### config.mk
export PLATFORM = sky130hd
export DESIGN_NAME = bus_arbiter_flat
export DESIGN_NICKNAME = d
export VERILOG_FILES = /design/src/rtl/bus_arbiter_if.sv /design/src/rtl/bus_arbiter.sv /design/src/flat_wrapper.sv
export SDC_FILE = /design/constraint.sdc
export NUM_CORES = 1
export LEC_CHECK = 0
export CAP_MARGIN = 20
export CORE_MARGIN = 1
export CORE_UTILIZATION = 40
export DETAILED_ROUTE_END_ITERATION = 8
export SLEW_MARGIN = 20
export SYNTH_ARGS = -nofsm -noshare
export SYNTH_HDL_FRONTEND = slang
export SYNTH_SLANG_ARGS = --single-unit
### constraint.sdc
create_clock -name clk -period 3.08 [get_ports clk]
set_clock_uncertainty 0.15 [all_clocks]
set_input_delay 0.616 -clock clk [delete_from_list [all_inputs] [get_ports clk]]
set_output_delay 0.616 -clock clk [all_outputs]
set_load 0.05 [all_outputs]
### src/rtl/bus_arbiter_if.sv
// Request/grant bundle between the bus masters and the round-robin arbiter.
// The slave modport is the arbiter side; the master modport is the requester side.
interface bus_arbiter_if #(
    parameter int MASTER_NUM = 4,
    parameter int OWNER_W    = 2
);
    logic [MASTER_NUM-1:0] Req_;
    logic [MASTER_NUM-1:0] Grnt_;
    logic [OWNER_W-1:0]    Owner;
    logic                  BusIdle;
    logic                  Timeout;

    modport slave (
        input  Req_,
        output Grnt_,
        output Owner,
        output BusIdle,
        output Timeout
    );

    modport master (
        output Req_,
        input  Grnt_,
        input  Owner,
        input  BusIdle,
        input  Timeout
    );
endinterface

### src/rtl/bus_arbiter.sv
// Round-robin bus arbiter with registered, active-low grants and zero-idle handover.
// Define BUS_ARB_TIMEOUT_EN to force a handover after MAX_HOLD contended cycles.
module bus_arbiter #(
    parameter int MASTER_NUM = 4,
    parameter int OWNER_W    = 2,
    parameter int MAX_HOLD   = 16
) (
    input  logic         clk,
    input  logic         reset,
    bus_arbiter_if.slave bus
);
    typedef enum logic {IDLE, GRANT} arbState_e;

    localparam logic [OWNER_W-1:0] LAST_MASTER = OWNER_W'(MASTER_NUM - 1);

    arbState_e             state, stateNext;
    logic [OWNER_W-1:0]    ownerQ, ownerNext;
    logic [MASTER_NUM-1:0] grntQ, grntNext;
    logic                  busIdleQ;
    logic                  timeoutQ, timeoutNext;
    logic [MASTER_NUM-1:0] reqAct;
    logic [MASTER_NUM-1:0] othersReq;

    // First requester after 'last', wrapping; 'last' itself is checked at the very end.
    function automatic logic [OWNER_W-1:0] rrPick(input logic [MASTER_NUM-1:0] reqs,
                                                  input logic [OWNER_W-1:0]    last);
        logic [OWNER_W-1:0] pick;
        logic               found;
        int                 idx;
        pick  = last;
        found = 1'b0;
        for (int k = 1; k <= MASTER_NUM; k++) begin
            idx = (int'(last) + k) % MASTER_NUM;
            if (!found && reqs[idx]) begin
                pick  = OWNER_W'(idx);
                found = 1'b1;
            end
        end
        return pick;
    endfunction

    assign reqAct    = ~bus.Req_;
    assign othersReq = reqAct & ~(MASTER_NUM'(1) << ownerQ);

`ifdef BUS_ARB_TIMEOUT_EN
    logic [7:0] holdQ, holdNext;
`else
    logic unusedMaxHold;
    assign unusedMaxHold = ^8'(MAX_HOLD - 1);
`endif

    always_ff @(posedge clk or posedge reset) begin
        if (reset) begin
            state    <= IDLE;
            ownerQ   <= LAST_MASTER;
            grntQ    <= '1;
            busIdleQ <= 1'b1;
            timeoutQ <= 1'b0;
`ifdef BUS_ARB_TIMEOUT_EN
            holdQ    <= '0;
`endif
        end else begin
            state    <= stateNext;
            ownerQ   <= ownerNext;
            grntQ    <= grntNext;
            busIdleQ <= (stateNext == IDLE);
            timeoutQ <= timeoutNext;
`ifdef BUS_ARB_TIMEOUT_EN
            holdQ    <= holdNext;
`endif
        end
    end

    always_comb begin
        stateNext   = state;
        ownerNext   = ownerQ;
        timeoutNext = 1'b0;
`ifdef BUS_ARB_TIMEOUT_EN
        holdNext    = holdQ;
`endif
        case (state)
            IDLE: begin
`ifdef BUS_ARB_TIMEOUT_EN
                holdNext = '0;
`endif
                if (|reqAct) begin
                    stateNext = GRANT;
                    ownerNext = rrPick(reqAct, ownerQ);
                end
            end
            GRANT: begin
                if (reqAct[ownerQ]) begin
`ifdef BUS_ARB_TIMEOUT_EN
                    // Contended hold: preempt once the owner has had its MAX_HOLD cycles.
                    if (|othersReq) begin
                        if (holdQ == 8'(MAX_HOLD - 1)) begin
                            ownerNext   = rrPick(othersReq, ownerQ);
                            timeoutNext = 1'b1;
                            holdNext    = '0;
                        end else begin
                            holdNext = holdQ + 8'd1;
                        end
                    end
`endif
                end else if (|othersReq) begin
                    ownerNext = rrPick(othersReq, ownerQ);
`ifdef BUS_ARB_TIMEOUT_EN
                    holdNext  = '0;
`endif
                end else begin
                    stateNext = IDLE;
`ifdef BUS_ARB_TIMEOUT_EN
                    holdNext  = '0;
`endif
                end
            end
            default: stateNext = IDLE;
        endcase
        grntNext = (stateNext == GRANT) ? ~(MASTER_NUM'(1) << ownerNext) : '1;
    end

    assign bus.Grnt_   = grntQ;
    assign bus.Owner   = ownerQ;
    assign bus.BusIdle = busIdleQ;
    assign bus.Timeout = timeoutQ;
endmodule

### src/flat_wrapper.sv
// flat-port wrapper written by rule: the top's interface ports become plain ports
module bus_arbiter_flat 
#(
    parameter int MASTER_NUM = 4,
    parameter int OWNER_W    = 2,
    parameter int MAX_HOLD   = 16
)
  (clk, reset, bus_Req_, bus_Grnt_, bus_Owner, bus_BusIdle, bus_Timeout);
  bus_arbiter_if #(.MASTER_NUM(MASTER_NUM), .OWNER_W(OWNER_W)) bus_i ();
  input  logic clk;
  input  logic reset;
  input wire logic [$bits(bus_i.Req_)-1:0] bus_Req_;
  output wire logic [$bits(bus_i.Grnt_)-1:0] bus_Grnt_;
  output wire logic [$bits(bus_i.Owner)-1:0] bus_Owner;
  output wire logic [$bits(bus_i.BusIdle)-1:0] bus_BusIdle;
  output wire logic [$bits(bus_i.Timeout)-1:0] bus_Timeout;
  assign bus_i.Req_ = bus_Req_;
  assign bus_Grnt_ = bus_i.Grnt_;
  assign bus_Owner = bus_i.Owner;
  assign bus_BusIdle = bus_i.BusIdle;
  assign bus_Timeout = bus_i.Timeout;
  bus_arbiter #(.MASTER_NUM(MASTER_NUM), .OWNER_W(OWNER_W), .MAX_HOLD(MAX_HOLD)) u_core (.clk(clk), .reset(reset), .bus(bus_i));
endmodule
# == Word level (Yosys, flattened, before mapping) ==
# Index checks and enable logic that the tools add are counted.
# Widths: inputs -> output; s select.
# classes
shifts,2
add_sub_neg,4
reduce_logical,18
bitwise,10
n_lt_le_gt_ge,5
n_mux,64
# op_table
cell,count
$mux 1,41
$mux 2,11
$bmux 1 s2,9
$lt 3x4->1 const B,4
$not 4->4,3
$reduce_or 2->1,4
$reduce_or 4->1,2
$shl 1x2->4 const A,2
$logic_and 1x1->1,6
$logic_not 1->1,6
$add 2x1->2 const B,2
$add 2x2->2 const B,2
$and 1x1->1 const A,4
$and 4x4->4,1
$mux 4,1
$pmux 2 s2,1
$lt 2x3->1 const B,1
$not 1->1,2
$pmux 1 s2,1
# word_totals
register_bits,8
elab_cells,107
input_bits,6

# == Logic depth before layout (Yosys ltp) ==
# Gate-level depths: netlist (run 1).
# depth
word_depth,31
ltp_mapped,10
depth_no_buf,8

# == Worst setup path after synthesis (run 1) ==
# No wires, ideal clock.
# synth_timing
path_type,flip-flop to flip-flop
from,register u_core.ownerQ[1] (netlist: u_core.bus.Owner[1])
to,register u_core.grntQ[0] (netlist: u_core.bus.Grnt_[0])
arrival_ns,2.694
path_stages_with_launch,10
slack_ns,0.148
required_time_ns,2.842
path_cell_list,dfstp_2 -> clkbuf_1 -> inv_1 -> ha_1 -> nor2_1 -> mux4_2 -> a22oi_1 -> a221oi_2 -> xnor2_1 -> or3_1
# synth_via
elab_chain_len,31
# synth_lines
item,line_no,rtl
start: declaration,bus_arbiter.sv:17,"logic [OWNER_W-1:0] ownerQ, ownerNext;"
start signal: assignment,bus_arbiter.sv:64,ownerQ <= ownerNext;
"parallel branches: the longest is 27 deep, another holds $add 2x1->2",--,
$pmux 2 s2 (*),bus_arbiter.sv:81,case (state)
via u_core.ownerNext[0],bus_arbiter.sv:17,
$shl 1x2->4 (*),bus_arbiter.sv:119,grntNext = (stateNext == GRANT) ? ~(MASTER_NUM'(1) << ownerNext) : '1;
$not 4->4 (*),bus_arbiter.sv:119,
$mux 4 (*),bus_arbiter.sv:119,
via u_core.grntNext[0],bus_arbiter.sv:18,"logic [MASTER_NUM-1:0] grntQ, grntNext;"
end signal: assignment,bus_arbiter.sv:65,grntQ <= grntNext;
end: declaration,bus_arbiter.sv:18,
# Mark *: on every way through the listed nets, which the timed path passes. The select of a mux whose other input is x is not followed.

# == Worst setup path in the final report (run 1) ==
# Ends and elaborated chain as after synthesis.

==> flow_results.org, run 1 <==
** Placed design
- Placed instance area :: about 970 um2
- Post-Place Worst Slack :: between 0.15 and 0.2 ns
- Port Buf Inserts :: 12
- DPL Wire Length :: around 1.5 mm
- Once placement completed, the tool counted placed cells totaling around 130.
- RD Place Congestion :: between 0.8 and 0.9

** Floorplan
- 14 I/O pins were placed.
- CORE AREA :: 0.001942 mm2
- Effective utilization at floorplan :: 0.4233
- Row generation in the floorplan step produced 16 rows.
- The die is ~47 um tall.
- The floorplan step defined a die boundary enclosing 0.002241 mm2.
- The die is between 40 and 50 um wide.

** Yosys
- Among all flip-flop cells after synthesis, the most frequent one is sky130_fd_sc_hd__dfstp_2.
- Library cell occupying the most area in the post-synthesis netlist :: sky130_fd_sc_hd__dfstp_2
- When the netlist entered floorplanning its net count stood at between 100 and 150.
- Fraction of the yosys area taken by sequential cells :: 0.2542
- Count of state elements after synthesis :: 8
- Number of synthesized flops with an enable pin :: 0
- Most numerous cell in the Yosys netlist :: sky130_fd_sc_hd__a21oi_1
- Of the post-synthesis cell area, the dominant cell type holds 0.2237.
- A synthesized cell averages 8.563 um2.
- Synthesis produced a netlist whose cell count is between 90 and 100.
- The synthesized netlist contains between 40 and 50 unique library cells.
- Yosys printed 0 warnings.
- Cell area after synthesis :: 822.0 um2
- Counting flops with an async set or reset pin after synthesis yields a share of 1.000.
- Ranked by total cell area, the synthesized netlist is headed by sky130_fd_sc_hd__dfstp_2 22%, sky130_fd_sc_hd__ha_1 6.1%, sky130_fd_sc_hd__a21oi_1 5.5%.
- Ranking of synthesized cells by instance count :: 9 x sky130_fd_sc_hd__a21oi_1, 7 x sky130_fd_sc_hd__dfstp_2, 6 x sky130_fd_sc_hd__nor3_1

** Layout
- In the final layout, the share of cells above drive strength 1 is 0.2342.
- The number of antenna diodes in the final layout is 0.
- From synthesis to final layout, the design area changed by 21.77%.
- Excluding fillers, the count of instances in the completed layout stands at 138.
- Counting the fill cells in the layout gives between 150 and 200.
- Area of all placed cells without fillers :: ~0.001 mm2
- Net count, final :: around 120
- At the end of the flow the core is filled with cells to 0.5155.

** Clocking
- For the worst-skew pair, the clock arrives at the later sink with an insertion delay of between 0.2 and 0.3 ns.
- TritonCTS built the clock tree.
- Number of buffers added for setup after CTS :: 0
- Number of sinks driven by the clock tree :: 8
- Total of cells resized after clock tree synthesis :: 0
- Number of buffers created by CTS :: 3
- Counting along the longest clock path gives a buffer depth of 2.
- The root buffer cell chosen for the clock tree is sky130_fd_sc_hd__clkbuf_4.
- The number of hold buffers added after CTS was 0.
- Clock transition at the registers of the reported paths :: roughly 0.060 ns
- In this run the number of H-tree levels came out at 1.

** Global route
- Global-route wire length before repair :: 3.263 mm
- Via count of the first global-routing pass :: ~700
- Across every metal layer, demand over resource in global routing totals 0.2131.
- Entering global routing, the biggest net connects 21 pins.
- Antenna violations before repair :: 0
- Global route total overflow :: 0

** Drt
- The routed layout has ~800 vias.
- For this block, the routed nets add up to roughly 2.1 mm of wire.
- In the final routed layout, each cell accounts on average for between 10 and 15 um.
- The first routing iteration left 52 violations.
- Drt first pass iters :: 4
- Final routed DRC violation total :: 0
- Final antenna-violating net count :: 0
- Via density :: roughly 5.8

** Setup path
- The critical path starts at u_core.bus.Owner[1].
- The worst register-to-register path has a depth of 7.
- In this run the critical register-to-register path is captured at u_core.bus.Grnt_[0].
- Worst R2R Setup Slack :: 0.36 ns
- Arrival time of the worst setup path :: ~2.8 ns
- Critical path required time :: a little over 3 ns
- Maximum fanout count along the critical path :: 12
- Critical path startpoint category :: flip-flop
- Crit path kind :: reg2reg
- The critical path ends at u_core.bus.Grnt_[0].
- Launch point of the worst reg-to-reg path :: u_core.bus.Owner[1]
- The worst setup path is captured at a flip-flop.

** Flow run
- The tool flagged a number of max-cap violations equal to 0.

** Pwr
- Power Dens Cells :: between 1000 and 1500 mW/mm2
- Maximum ir drop on the vdd rail :: 647.9 uV
- Leakage Power :: 0.0003990 uW

** Timing
- Measured against its own limit, the worst slew margin works out to 0.6617.
- Final setup violation count :: 0
- Setup repair after global routing left no endpoint under its margin.
- The number of pins exceeding their max-slew limit in the final report was 0.
- Peak Freq :: about 370 MHz
- The hold violation count in the final report came to 0.
- Sum of negative setup slack :: 0 ns
- Final clock period utilization by the worst path :: 0.8842
- Counting I/O delays and the setup requirement, the final critical path takes around 2.7 ns.
- In the post-route analysis, the smallest setup slack over all paths is roughly 0.36 ns.
- Worst-Margin Slew :: ~0.5 ns

** Run status
- The flow ran to the end, and the final reports show no timing, DRC or antenna violations.

** Min path
- Hold crit path type :: in2async
==> layout make-up <==
| class | count | area, um2 | area share |
|---|---|---|---|
| clock buffer | 4 | 26.28 | 0.02625 |
| multi-input combinational | 71 | 514.2 | 0.5137 |
| inverter | 6 | 22.52 | 0.02250 |
| tap | 27 | 33.78 | 0.03375 |
| timing repair buffer | 22 | 195.2 | 0.1950 |
| sequential | 8 | 209.0 | 0.2087 |
==> where the power goes <==
| group | switching [uW] | internal (uW) |
|---|---|---|
| combinational | 567 | 360 |
| sequential | 25.4 | 179 |
| clock | 42.4 | 50.0 |
| total | 635 | 590 |
==> how the worst min path moves through the flow <==
stage                      start                  end  slack, ns
finish                     reset         u_core.state       0.44
global route               reset         u_core.state       0.45
CTS                        reset         u_core.state       0.43
detailed placement  u_core.state  u_core.bus.Owner[1]       0.48
global placement    u_core.state  u_core.bus.Owner[1]       0.50
floorplan                  reset         u_core.state       0.28
==> critical path, stage by stage (launching register included) <==
cell                       delay [ns]
sky130_fd_sc_hd__dfstp_2         0.54
sky130_fd_sc_hd__inv_1           0.11
sky130_fd_sc_hd__ha_1            0.53
sky130_fd_sc_hd__o221ai_1        0.17
sky130_fd_sc_hd__a21boi_0        0.40
sky130_fd_sc_hd__o311a_1         0.24
sky130_fd_sc_hd__a31oi_1         0.09
sky130_fd_sc_hd__or3_1           0.40
==> state kept, by name, summed over array words and instances, names as in the netlist <==
register / count
u_core.bus.Grnt_: 4
u_core.state: 1
u_core.bus.Owner: 2
u_core.bus.BusIdle: 1
==> routing by layer <==
layer	global-route usage	vias up	wire, um
met1	0.2904	379	952
li1	-	389	-
met2	0.3178	29	961
met3	0.05000	4	120
met5	0	-	0
met4	0.09714	0	27
==> per-stage QoR <==
stage | total power [uW] | hold WS (ns)
2_1_floorplan | 916.0 | 0.2766
3_3_place_gp | 1114 | 0.4958
3_5_place_dp | 1115 | 0.4768
4_1_cts | 1217 | 0.4337
5_1_grt | 1317 | 0.4473
6_report | 1224 | 0.4361
==> placed cells by master (no fill, tap or decap), types with 3 or more instances in the layout <==
master / instances
sky130_fd_sc_hd__o21ai_0: 4
sky130_fd_sc_hd__nand2_1: 3
sky130_fd_sc_hd__dfstp_2: 7
sky130_fd_sc_hd__a21oi_1: 9
sky130_fd_sc_hd__inv_1: 5
sky130_fd_sc_hd__buf_4: 10
sky130_fd_sc_hd__nand4_1: 3
sky130_fd_sc_hd__clkdlybuf4s50_1: 12
sky130_fd_sc_hd__clkbuf_4: 3
sky130_fd_sc_hd__ha_1: 4
sky130_fd_sc_hd__nor3_1: 6
sky130_fd_sc_hd__nor2_1: 5
sky130_fd_sc_hd__nand3b_1: 3
==> kinds of logic after synthesis <==
family          Yosys count  synth area share
xor+xnor                  1           0.01066
simple gates             28            0.1872
mux                       5           0.09284
flops                     8            0.2542
buf+inv                  17            0.1202
other cells               1          0.004562
fa+ha+maj                 4           0.06089
compound gates           32            0.2694
Power figures use the tool's default switching activity.
==> run 2: changes to the inputs <==
--- a/config.mk
+++ b/config.mk
@@ -9,7 +9,8 @@
 export CORE_MARGIN = 1
 export CORE_UTILIZATION = 40
 export DETAILED_ROUTE_END_ITERATION = 8
-export SLEW_MARGIN = 20
+export PLACE_DENSITY = 0.65
+export SLEW_MARGIN = 10
 export SYNTH_ARGS = -nofsm -noshare
 export SYNTH_HDL_FRONTEND = slang
 export SYNTH_SLANG_ARGS = --single-unit
==> constraint.sdc (replaced) <==
create_clock -name clk -period 2.41 [get_ports clk]
set_clock_uncertainty 0.15 [all_clocks]
set_input_delay 0.482 -clock clk [delete_from_list [all_inputs] [get_ports clk]]
set_output_delay 0.482 -clock clk [all_outputs]
set_load 0.05 [all_outputs]
==> flow_results.org, run 2 (same netlist as run 1, synthesis figures left out) <==
** Run status
- Status :: finished with violations
- Violations in the final reports :: setup timing

** Drt
- Via density :: around 5.8
- Drt first pass iters :: 4
- Final routed DRC violation total :: 0
- Number of design-rule violations left by the first detailed-router iteration :: 27
- Routed length per instance :: approximately 15 um
- Across all layers, the routed design uses ~900 vias.
- Once detail routing completed, the nets flagged for antenna violations numbered 0.
- Routed Wire Length :: approximately 2.3 mm

** Pwr
- The share of total power dissipated in the clock network is 0.057.
- Net switching power of the design :: around 960 uW
- The worst-case IR drop observed on VDD is around 980 uV.
- The share of total power dissipated in sequential elements is 0.148.
- Power spread over the standard cell area amounts to 1622 mW/mm2.
- The internal portion of the total power is between 1000 and 1500 uW.
- The share of total power dissipated in combinational logic is 0.795.
- Leakage Power :: 0.0005172 uW
- Switching Share :: 0.4807

** Layout
- Max reg flops :: 4
- ANT cells :: 0
- Area of all placed cells without fillers :: approximately 0.0012 mm2
- Net count, final :: ~140
- Fill cell instance count of the final layout :: between 150 and 200
- Core occupancy in the finished layout :: 0.6340
- Commonest cells after routing, fill and taps aside :: 24 x sky130_fd_sc_hd__buf_4, 8 x sky130_fd_sc_hd__a21oi_1, 7 x sky130_fd_sc_hd__clkdlybuf4s50_1
- After the flow finishes, the layout carries non-filler instances totaling roughly 150.
- Of the cells placed in the final design, the portion with a size suffix greater than 1 is 0.4560.
- The library cell used most frequently in the layout, excluding fill and tap cells, is sky130_fd_sc_hd__buf_4.
- Area growth syn-to-layout :: 49.77%

** Flow run
- Across the run, the number of max-cap violations was 0.

** Min path
- Hold crit path type :: in2async

** Clocking
- Number of sinks driven by the clock tree :: 8
- Counting the buffers created by CTS gives 3.
- The tree is rooted in a sky130_fd_sc_hd__clkbuf_4.
- At the later pin of the worst-skew pair, clock insertion delay measures ~0.26 ns.
- H-Tree Depth :: 1
- Clock tree from TritonCTS :: done
- Buffers inserted to repair hold after CTS numbered 0.
- Clock transition at the registers of the reported paths :: approximately 0.06 ns
- Max clock buf depth :: 2

** Timing
- Worst-Margin Slew :: approximately 0.5 ns
- Peak Freq :: between 400 and 500 MHz
- Setup slack on the critical path of the routed design comes to -0.06839 ns.
- Final-report hold violation count :: 0
- Sum of negative setup slack :: -0.07736 ns
- Final setup violation count :: 2
- The routed design could run at a clock period as short as 2.478 ns.
- Final Slew Violations :: 0
- RSZ-0062 raised after global routing :: true
- In the finished design, the share of the clock period the worst path needs comes to 1.028.
- On the final layout, the worst hold slack is ~0.32 ns.
- Headroom to the max-slew limit came out at 0.6654.

** Setup path
- The critical path is of the reg2reg type.
- Data arrives at the worst endpoint at ~2.5 ns.
- The signal on the critical path passes through buf_6 -> mux4_2 -> nand2_2 -> a31oi_1 -> a221oi_2 -> xnor2_2 -> or3_1.
- Critical path startpoint category :: flip-flop
- Maximum fanout count along the critical path :: 5
- Sort of element at the end of the critical path :: flip-flop
- Worst-case reg-to-reg path depth :: 7
- Critical path required time :: between 2 and 2.5 ns
- In this design, the stage delay of the slowest critical-path cell is between 0.6 and 0.7 ns.
- Worst-path cell with the longest stage delay :: sky130_fd_sc_hd__dfstp_4

** Floorplan
- The floorplan has 16 rows.
- Height of the die :: approximately 47 um
- Top-level I/O count :: 14
- From left edge to right edge, the die measures 47.34 um.
- Die Area :: about 0.0022 mm2
- Effective utilization at floorplan :: 0.4233
- The core region is 0.001942 mm2.

** Placed design
- DPL Wire Length :: about 1.7 mm
- Port Buf Inserts :: 12
- Placed instance area :: 0.001130 mm2
- Placed cell count :: around 150
- Routability-driven placement finished with a final weighted congestion of 0.8762.

** Global route
- Global routing finished with a remaining overflow of 0.
- The first global-routing pass estimated 3.525 mm of wire.
- Antenna violations before repair :: 0
- The number of global-route vias before repair came to around 750.
- Aggregate global-route resource usage :: 0.2242
- Pin count of the biggest net entering global routing :: 19
==> run 2: worst paths after layout <==
kind	from	end	slack (ns)
max	u_core.bus.Owner[0]	u_core.bus.Grnt_[0]	-0.07
min	reset	u_core.state	0.32
max reg2reg	u_core.bus.Owner[0]	u_core.bus.Grnt_[0]	-0.07
min reg2reg	u_core.state	u_core.bus.Owner[1]	0.53
max in group asynchronous	reset	u_core.bus.Grnt_[1]	1.51
min in group clk	u_core.state	u_core.bus.Owner[1]	0.53
==> run 2: area by class of cell <==
type	count	area (um2)	share of cell area
multi-input combinational	71	620.6	0.5041
timing repair buffer	36	310.3	0.2520
sequential	8	212.7	0.1728
tap	27	33.78	0.02744
inverter	6	27.53	0.02236
clock buffer	4	26.28	0.02134
==> run 2: timing repair <==
item	in CTS	in global routing
pin swaps	1	4
buffers inserted	0	1
hold endpoints to repair	0	0
setup endpoints to repair	4	5
resized for setup	1	14
==> run 2: metal layers <==
| metal | vias to the layer above | routed length (um) | GRT usage | share of wire |
|---|---|---|---|---|
| met4 | 0 | 23 | 0.04000 | 0.010 |
| met5 | - | 0 | 0 | 0 |
| li1 | 418 | - | - | - |
| met3 | 4 | 98 | 0.06923 | 0.043 |
| met2 | 26 | 1078 | 0.3205 | 0.47 |
| met1 | 431 | 1080 | 0.3318 | 0.47 |
==> run 2: stage by stage <==
step / setup slack, ns / power, uW
2_1_floorplan: -0.1627 / 1286
3_3_place_gp: -0.3349 / 1696
3_5_place_dp: -0.3665 / 1706
4_1_cts: -0.07418 / 1835
5_1_grt: -0.1414 / 2121
6_report: -0.06839 / 1997
==> run 2: power by group through the flow <==
stage	logic (uW)	registers [uW]	clock network, uW
2_1_floorplan	844	442	0
3_5_place_dp	1420	290	0
4_1_cts	1430	291	117
6_report	1590	295	114
3_3_place_gp	1400	294	0
5_1_grt	1690	305	124
==> run 2: worst max-delay path: cells and delay by family (launching register included) <==
kind / cells / cell delay, ns
muxes: 1 / 0.51
AOI/OAI and AO/OA: 2 / 0.37
DFF: 1 / 0.67
buffers and inverters: 1 / 0.13
xor gates and xnor gates: 1 / 0.14
and+or+nand+nor: 2 / 0.42
==> run 3: changes to the inputs <==
--- a/config.mk
+++ b/config.mk
@@ -14,3 +14,4 @@
 export SYNTH_ARGS = -nofsm -noshare
 export SYNTH_HDL_FRONTEND = slang
 export SYNTH_SLANG_ARGS = --single-unit
+export TNS_END_PERCENT = 10
==> flow_results.org, run 3 (same netlist as run 1, synthesis figures left out) <==
** Layout
- Of the cells placed in the final design, the portion with a size suffix greater than 1 is 0.4733.
- Area of the multi-input gates :: 615.6 um2
- Max reg flops :: 4
- Commonest cells after routing, fill and taps aside :: 30 x sky130_fd_sc_hd__buf_4, 8 x sky130_fd_sc_hd__a21oi_1, 7 x sky130_fd_sc_hd__clkdlybuf4s50_1
- Net count, final :: 142
- ANT cells :: 0
- The area growth from synthesis to layout is 54.64%.
- In the final layout, flip-flops and latches occupy roughly 210 um2.
- Counting the fill cells in the layout gives approximately 150.
- Leaving out fill and tap cells, the most frequent cell in the layout is sky130_fd_sc_hd__buf_4.

** Drt
- Number of design-rule violations left by the first detailed-router iteration :: 42
- Via density :: ~5.7
- Routed length per instance :: 15.57 um
- For this block, the routed nets add up to 2.460 mm of wire.
- The detail route stage leaves a number of antenna-violating nets equal to 0.
- In the routed design, unresolved DRC markers number 0.
- Drt first pass iters :: 4
- Total via count in the routed design :: approximately 900

** Timing
- Final clock period utilization by the worst path :: 1.034
- The hold violation count in the final report came to 0.
- Peak Freq :: 401.2 MHz
- Measured against its own limit, the worst slew margin works out to 0.6560.
- After layout, the minimum clock period comes to approximately 2.5 ns.
- For the pin with the worst max-slew slack, the measured transition is 0.5144 ns.
- After routing, the total negative slack on setup checks comes to -0.2265 ns.
- Least setup slack across all paths after layout :: -0.08236 ns
- The number of pins exceeding their max-slew limit in the final report was 0.
- Final setup violation count :: 4
- RSZ-0062 raised after global routing :: true

** Global route
- The number of global-route vias before repair is around 820.
- Aggregate global-route resource usage :: 0.2549
- Summed over all layers, the global routing overflow is 0.
- Entering global routing, the biggest net connects 19 pins.
- Global-route wire length before repair :: between 3 and 4 mm
- The number of antenna violations at the first check in global routing came to 0.

** Setup path
- In this run the critical register-to-register path is launched from u_core.bus.Owner[0].
- Of all nets on the critical path, the largest fanout is 5.
- Sort of element at the end of the critical path :: flip-flop
- By startpoint and endpoint, the worst setup path is classified as reg2reg.
- STA classifies the critical path startpoint as a flip-flop.
- The number of cells on the worst reg-to-reg path is 7.
- STA puts the critical path data arrival time at 2.52 ns.
- Worst R2R Setup Slack :: -0.08 ns
- For the worst setup path, the data required time is 2.44 ns.
- R2r endpoint :: u_core.bus.Grnt_[0]

** Floorplan
- Number of placement rows :: 16
- 14 I/O pins were placed.
- CORE AREA :: slightly below 0.002 mm2
- Effective utilization at floorplan :: 0.4233
- Measured along the y axis, the die boundary spans around 47 um.
- Horizontal die dimension :: between 40 and 50 um
- Die Area :: roughly 0.0022 mm2

** Pwr
- Maximum ir drop on the vdd rail :: between 1000 and 1500 uV
- Leakage Power :: 0.0005425 uW
- Power spread over the standard cell area amounts to about 1700 mW/mm2.

** Placed design
- Detailed placement finished with a half-perimeter wire length of between 1.5 and 2 mm.
- Before CTS, the worst setup slack after placement is -0.3534 ns.
- RD Place Congestion :: 0.8991
- Port Buf Inserts :: 12

** Clocking
- CTS saw 8 sinks.
- The number of clock buffers added by TritonCTS is 3.
- H-Tree Depth :: 1
- The root buffer cell chosen for the clock tree is sky130_fd_sc_hd__clkbuf_4.
- TritonCTS built the clock tree.
- Source-to-sink clock delay at the later pin of the worst-skew pair :: approximately 0.26 ns
- After clock tree synthesis, the clock-pin slew on the worst setup and hold paths is about 0.060 ns.
- The longest clock path from root to sink contains 2 buffers.

** Run status
- Status :: finished with violations
- The checks that failed: setup timing.

** Min path
- The worst hold path belongs to the class in2async.

** Flow run
- Max-cap violations in this run came to 0.
-- run 3: area by class of cell --
class                           instances  share of cell area
Clock buffer                            4             0.02067
Inverter                                6             0.02165
Multi-Input combinational cell         71              0.4843
Sequential cell                         8              0.1673
Tap cell                               27             0.02657
Timing Repair Buffer                   42              0.2795
-- run 3: worst max path at each step --
stage | startpoint | endpoint | slack (ns) | depth (start not counted)
6_report | u_core.bus.Owner[0] | u_core.bus.Grnt_[0] | -0.08 | 7
5_1_grt | u_core.bus.Owner[0] | u_core.bus.Grnt_[0] | -0.14 | 7
4_1_cts | u_core.bus.Owner[0] | u_core.bus.Grnt_[0] | -0.07 | 8
3_5_place_dp | bus_Req_[1] | u_core.bus.Grnt_[0] | -0.35 | 7
3_3_place_gp | bus_Req_[1] | u_core.bus.Grnt_[0] | -0.31 | 7
2_1_floorplan | u_core.bus.Owner[1] | u_core.bus.Grnt_[0] | -0.16 | 9
-- run 3: layer usage --
layer  global-route usage  up-vias  share of wire
met5                    0        -              0
met1               0.3573      438           0.43
li1                     -      427              -
met3              0.06154        2          0.055
met2               0.3973       36           0.51
met4              0.05143        0         0.0069
-- run 3: where the power goes --
part	leakage [uW]	internal (uW)	switching [uW]
Combinational	0.000444	812	907
Sequential	0.0000832	235	55.2
Clock	0.0000150	63.2	43.4
-- run 3: through the flow --
stage	cell area (um2)	power, uW	hold slack [ns]	cells	util
after global routing	1271	2238	0.3585	158	0.6546
final	1271	2116	0.3263	158	0.6546
after floorplan	897.1	1286	0.1426	96	-
after global placement	1145	1718	0.5799	149	0.5896
after detailed placement	1145	1741	0.5917	149	0.5896
after CTS	1236	2025	0.3255	158	0.6366
-- run 3: worst max-delay path, cell delays in order (launching register included) --
cell,delay (ns)
sky130_fd_sc_hd__dfstp_4,0.66
sky130_fd_sc_hd__buf_4,0.15
sky130_fd_sc_hd__mux4_2,0.49
sky130_fd_sc_hd__nand2_1,0.15
sky130_fd_sc_hd__a31oi_4,0.05
sky130_fd_sc_hd__a221oi_2,0.31
sky130_fd_sc_hd__xnor2_2,0.13
sky130_fd_sc_hd__or3_1,0.33
-- run 3: what timing repair did --
action / CTS / global route
setup buffers: 5 / 0
resized for setup: 5 / 9
hold buffers: 0 / 0
pin swaps: 4 / 2
gates cloned: 0 / 0
setup endpoints to repair: 5 / 6
